### src/rtl/multisim_arb_pkg.sv
// Shared types and limits for the multisim channel arbiter.
// Latency: none (declarations only).
// Backpressure: n/a.
package multisim_arb_pkg;

  localparam int MAX_N_REQ = 16;
  localparam int MAX_BURST = 255;

  typedef enum logic {
    IDLE = 1'b0,
    OWN  = 1'b1
  } state_t;

  // Index width for a requester count, never narrower than one bit.
  function automatic int idx_width(input int n);
    return (n > 1) ? $clog2(n) : 1;
  endfunction

endpackage

### src/rtl/multisim_arbiter_rr_picker.sv
// Round-robin search: first set request at or after ptr, wrapping modulo N_REQ.
// Latency: purely combinational.
// Backpressure: none; caller decides when to act on the result.
module rr_picker #(
  parameter int N_REQ = 4,
  parameter int IDX_W = 2
) (
  input  logic [N_REQ-1:0] req,
  input  logic [IDX_W-1:0] ptr,
  output logic             found,
  output logic [IDX_W-1:0] idx
);

  // Walk candidates ptr, ptr+1, ... and latch onto the first requester seen.
  always_comb begin
    int               cand;
    logic [IDX_W-1:0] cand_idx;
    found    = 1'b0;
    idx      = '0;
    cand     = 0;
    cand_idx = '0;
    for (int i = 0; i < N_REQ; i++) begin
      cand = int'(ptr) + i;
      if (cand >= N_REQ) cand = cand - N_REQ;
      cand_idx = IDX_W'(cand);
      if (!found && req[cand_idx]) begin
        found = 1'b1;
        idx   = cand_idx;
      end
    end
  end

endmodule

### src/rtl/multisim_arbiter.sv
// Round-robin burst arbiter funnelling N_REQ requesters into one multisim channel.
// Latency: 1 cycle from accepted requester beat to out_vld; one idle bubble per grant change.
// Backpressure: owner's req_rdy drops while the output slot is full and out_rdy is low.
module multisim_arbiter
  import multisim_arb_pkg::*;
#(
  parameter int  N_REQ      = 4,
  parameter int  DATA_WIDTH = 64,
  parameter int  BURST_LEN  = 4,
  localparam int IDX_W      = idx_width(N_REQ)
) (
  input  logic                        clk,
  input  logic                        rst,
  input  logic [N_REQ-1:0]            req_vld,
  output logic [N_REQ-1:0]            req_rdy,
  input  logic [N_REQ*DATA_WIDTH-1:0] req_data,
  output logic                        out_vld,
  input  logic                        out_rdy,
  output logic [DATA_WIDTH-1:0]       out_data,
  output logic [IDX_W-1:0]            out_idx,
  output logic                        busy
);

  state_t                  state;
  state_t                  state_nxt;
  logic [IDX_W-1:0]        owner;
  logic [IDX_W-1:0]        ptr;
  logic [IDX_W-1:0]        owner_inc;
  logic [IDX_W-1:0]        pick_idx;
  logic                    pick_found;
  logic [7:0]              beat_cnt;
  logic                    owner_vld;
  logic                    owner_rdy;
  logic                    xfer;
  logic                    last_beat;
  logic [DATA_WIDTH-1:0]   owner_data;

  rr_picker #(
    .N_REQ (N_REQ),
    .IDX_W (IDX_W)
  ) u_picker (
    .req   (req_vld),
    .ptr   (ptr),
    .found (pick_found),
    .idx   (pick_idx)
  );

  // Owner-side handshake terms and the wrap-around successor of the owner.
  always_comb begin
    owner_data = '0;
    for (int i = 0; i < N_REQ; i++) begin
      if (owner == IDX_W'(i)) owner_data = req_data[i*DATA_WIDTH +: DATA_WIDTH];
    end
    owner_vld = req_vld[owner];
    owner_rdy = (state == OWN) && (!out_vld || out_rdy);
    xfer      = owner_vld && owner_rdy;
    last_beat = (beat_cnt + 8'd1) == 8'(BURST_LEN);
    owner_inc = (owner == IDX_W'(N_REQ - 1)) ? '0 : owner + IDX_W'(1);
  end

  // State register.
  always_ff @(posedge clk) begin
    if (rst) state <= IDLE;
    else     state <= state_nxt;
  end

  // Next state: grab a grant when anyone asks; release on burst end or owner going quiet.
  always_comb begin
    state_nxt = state;
    case (state)
      IDLE: if (pick_found) state_nxt = OWN;
      OWN:  if (!owner_vld || (xfer && last_beat)) state_nxt = IDLE;
      default: state_nxt = IDLE;
    endcase
  end

  // FSM outputs: only the owner may see ready, and only outside IDLE.
  always_comb begin
    req_rdy        = '0;
    req_rdy[owner] = owner_rdy;
    busy           = (state == OWN) || out_vld;
  end

  // Grant bookkeeping: owner capture, beat counting, fairness pointer advance on release.
  always_ff @(posedge clk) begin
    if (rst) begin
      owner    <= '0;
      ptr      <= '0;
      beat_cnt <= '0;
    end else if (state == IDLE) begin
      if (pick_found) begin
        owner    <= pick_idx;
        beat_cnt <= '0;
      end
    end else begin
      if (xfer) beat_cnt <= beat_cnt + 8'd1;
      if (state_nxt == IDLE) ptr <= owner_inc;
    end
  end

  // Single-entry output slot: load wins over drain so back-to-back beats flow at full rate.
  always_ff @(posedge clk) begin
    if (rst) begin
      out_vld  <= 1'b0;
      out_data <= '0;
      out_idx  <= '0;
    end else if (xfer) begin
      out_vld  <= 1'b1;
      out_data <= owner_data;
      out_idx  <= owner;
    end else if (out_rdy) begin
      out_vld  <= 1'b0;
    end
  end

endmodule

### config.mk
export PLATFORM = sky130hd
export DESIGN_NAME = multisim_arbiter
export DESIGN_NICKNAME = d
export VERILOG_FILES = /design/src/rtl/multisim_arb_pkg.sv /design/src/rtl/multisim_arbiter_rr_picker.sv /design/src/rtl/multisim_arbiter.sv
export SDC_FILE = /design/constraint.sdc
export NUM_CORES = 1
export LEC_CHECK = 0
export CAP_MARGIN = 0
export CORE_AREA = 2 2 128 130
export CTS_CLUSTER_DIAMETER = 80
export DETAILED_ROUTE_END_ITERATION = 7
export DIE_AREA = 0 0 130 132
export PLACE_DENSITY = 0.78
export SYNTH_ARGS = -nofsm -noshare
export SYNTH_HDL_FRONTEND = slang
export SYNTH_SLANG_ARGS = --single-unit
### constraint.sdc
create_clock -name clk -period 1.75 [get_ports clk]
set_input_delay 0.35 -clock clk [delete_from_list [all_inputs] [get_ports clk]]
set_output_delay 0.35 -clock clk [all_outputs]
set_load 0.02 [all_outputs]
==> summary.txt <==
Outcome
  – Status: complete, but fails checks
  – Failing checks: negative setup slack

Placement
  – GPL Wtd Cong: around 0.9
  – Count of input and output buffers: roughly 330
  – Pre-CTS WS: -387 ps
  – Post-DP HPWL: ~16,000 µm

Route
  – Starting DRT DRC Count: between 400 and 500
  – Via count: 6,533
  – Post-route ant nets: 0
  – DRC Markers: 0
  – Wirelength, routed: approximately 24,000 µm
  – Vias per cell: approximately 5.4
  – Drt wl/cell: ~20 µm
  – DRT Pass-1 Iters: 5

Setup path
  – Critical Path RT: 1970 ps
  – R2R depth: 7
  – Crit path max fanout: 11
  – Worst setup SP type: flop
  – WP data arrival: around 2100 ps
  – Critical path capture point type: flop
  – Setup CP Type: flop to flop

CTS
  – CTS H-tree depth: 3
  – Longest Clk Path Bufs: 2
  – CTS clk-pin slew, worst paths: 60 ps
  – Root Driver: clkbuf_16
  – Clock buffers created by TritonCTS: 9
  – Clock sinks: 80
  – CTS tree: built
  – Clock Latency Late Sink: ~340 ps
  – Hold Buf Count CTS: 0

Global route
  – Largest net degree at the start of global routing: about 70
  – Grt ovf: 0
  – Met3 GRT Util: 5.68%
  – Most used routing layer: met2
  – Vias in the first global route: 6,105
  – GRT Resource Usage Total: 24.6%
  – Met1 global-route usage: 28.8%
  – First-pass GRT wire length: roughly 33,000 µm
  – Antenna violations before repair: 0
  – Met2 Track Usage GR: 42.5%

Synthesis
  – Unique masters post-synth: 42
  – Syn Nets: ~900
  – Gate Count Post-Synth: between 600 and 700
  – Share of async-settable or async-resettable flops after synthesis: 0%
  – Ys flop type: dfxtp_1
  – Syn. warnings: 0
  – Sequential area share after synthesis: a little under a third
  – Synth area leaders: dfxtp_1 30%, a211oi_2 15%, a221o_1 12%, a22oi_1 8.9%, a21oi_1 7.3%
  – Syn Std Cell Area: 5300 µm²
  – Mean Syn Cell Area: 8.36 µm²
  – Count leader, synth: dfxtp_1
  – Top cell type by total area after synthesis: dfxtp_1
  – Top-area cell type share of the netlist area: 30.2%
  – Commonest cells in the netlist: 80 x dfxtp_1, 77 x a21oi_1, 73 x inv_1, 69 x nor2_1, 64 x a211oi_2
  – Register bit total from synthesis: 80
  – EDFF count, synth: 0

Pwr
  – Pwr Density: around 750 nW/µm²
  – Pwr Total: 7.50 mW
  – Sw Ratio: between 30% and 40%
  – Sequential cell fraction of total power: 28.3%
  – Clock network fraction of total power: between 20% and 30%
  – VDD IR-drop max: around 0.44 mV
  – Switch Pwr: roughly 2.4 mW
  – Leakage power total: roughly 3.8 nW
  – Logic pwr share: between 40 and 50%
  – Int Power: between 5 and 6 mW

Timing
  – Slew Viols, Final: 0
  – RSZ-0062 raised after global routing: true
  – Total negative slack: -5150 ps
  – Max Fclk: between 500 and 600 MHz
  – Layout Skew: 7.21 ps
  – Final Hold Fails: 0
  – Post-layout minimum cycle time: ~1900 ps
  – Final period util: 108%
  – Setup violators final: 73
  – Final Worst Setup Slack: -141 ps
  – Worst-margin pin slew: roughly 560 ps
  – Relative slew margins: between 60 and 70%

Floorplanning
  – Num rows: 46
  – Die H: 132 µm
  – Starting Density: 33.7%
  – CORE AREA: roughly 16,000 µm²
  – Die X: between 100 and 150 µm
  – # IOs: roughly 340
  – Die area: between 15,000 and 20,000 µm²

Hold path
  – Cell count of the worst hold path: 2
  – Tightest Hold Check Type: input port to flop

Cells and area
  – Ant. Diodes: 0
  – Fin util: a little under two thirds
  – Share of layout cells above drive strength 1: a little under a quarter
  – Area growth syn-to-layout: 88.7%
  – NumNets Final: around 1,200
  – Fill cells: approximately 1,300

Flow run
  – Max_cap viols: 0
==> cells in the final DEF, fill, tap and decap left out, drive strengths merged, types with 2 or more instances in the layout <==
cell	n
clkdlybuf4s50	325
dfxtp	80
a21oi	77
inv	73
buf	70
nor2	69
a211oi	64
a221o	63
a22oi	63
clkbuf	16
nand2	14
and3	8
nand4	6
or4	6
ha	5
nand3	4
nor3	4
a31oi	3
o311ai	3
dlymetal6s2s	3
nand2b	3
o2111ai	2
bufinv	2
or2	2
==> sequential cells by signal, indices dropped and copies added (netlist names) <==
| register | cells |
|---|---|
| beat_cnt | 8 |
| out_data | 64 |
| out_idx | 2 |
| out_vld | 1 |
| owner | 2 |
| ptr | 2 |
| state | 1 |
==> routing by layer <==
metal  share of wire, %  wire (µm)
met2                 49      11600
met1                 41       9620
met5                  0          0
met4                3.8        894
met3                6.6       1560
==> worst max-delay path, stage by stage (launching register included) <==
cell and delay [ps]:
dfxtp_4 360, buf_4 140, ha_4 180, buf_8 140, buf_12 150, a221o_1 420
a22oi_2 250, a211oi_2 100
==> per-stage QoR <==
step,hold slack (ps),cell area (µm²),std cells
after floorplan,460,5320,634
after global placement,444,9150,1174
after detailed placement,451,9150,1174
after CTS,384,9720,1191
after global routing,416,10000,1199
final,395,10000,1199
==> final cells by class <==
cell class	count	area, µm²	area share [%]
Timing Repair Buffer	403	4130	41.2
Multi-Input combinational cell	412	3410	34.1
Sequential cell	80	1610	16.1
Inverter	73	274	2.74
Tap cell	216	270	2.70
Clock buffer	12	256	2.56
Clock inverter	3	65.1	0.650
==> power by group through the flow <==
| stage | Clock (mW) | Combinational [mW] | Sequential, mW |
|---|---|---|---|
| floorplan | 0 | 1.36 | 2.32 |
| finish | 2.06 | 3.32 | 2.12 |
| global route | 2.19 | 3.53 | 2.14 |
| detailed placement | 0 | 3.00 | 2.14 |
| CTS | 2.11 | 3.16 | 2.11 |
| global placement | 0 | 2.96 | 2.13 |
==> timing repair <==
item,4_1_cts,5_1_grt
pin swaps,5,7
buffers inserted,3,1
resized for setup,70,47
cloned,1,8
hold endpoints to repair,0,0
setup endpoints to repair,74,82
==> worst paths after layout <==
path	start	endpoint	slack, ps
worst max-delay path	owner[0]	out_data[57]	-140
worst min-delay path	rst	owner[0]	400
worst max register to register	owner[0]	out_data[57]	-140
worst min register to register	out_idx[1]	out_idx[1]	460
==> logic make-up (layout without fill, tap and decap cells) <==
logic type      count (synthesis)  in the layout  synth area share, %
compound gates                283            283                 45.6
xor+xnor                        1              1                0.165
fa+ha+maj                       5              5                 1.18
buf+inv                       143            491                 11.8
flops                          80             80                 30.2
mux                             2              2                0.613
simple gates                  120            121                 10.5
Note: power is estimated with default switching activity, not from simulation.
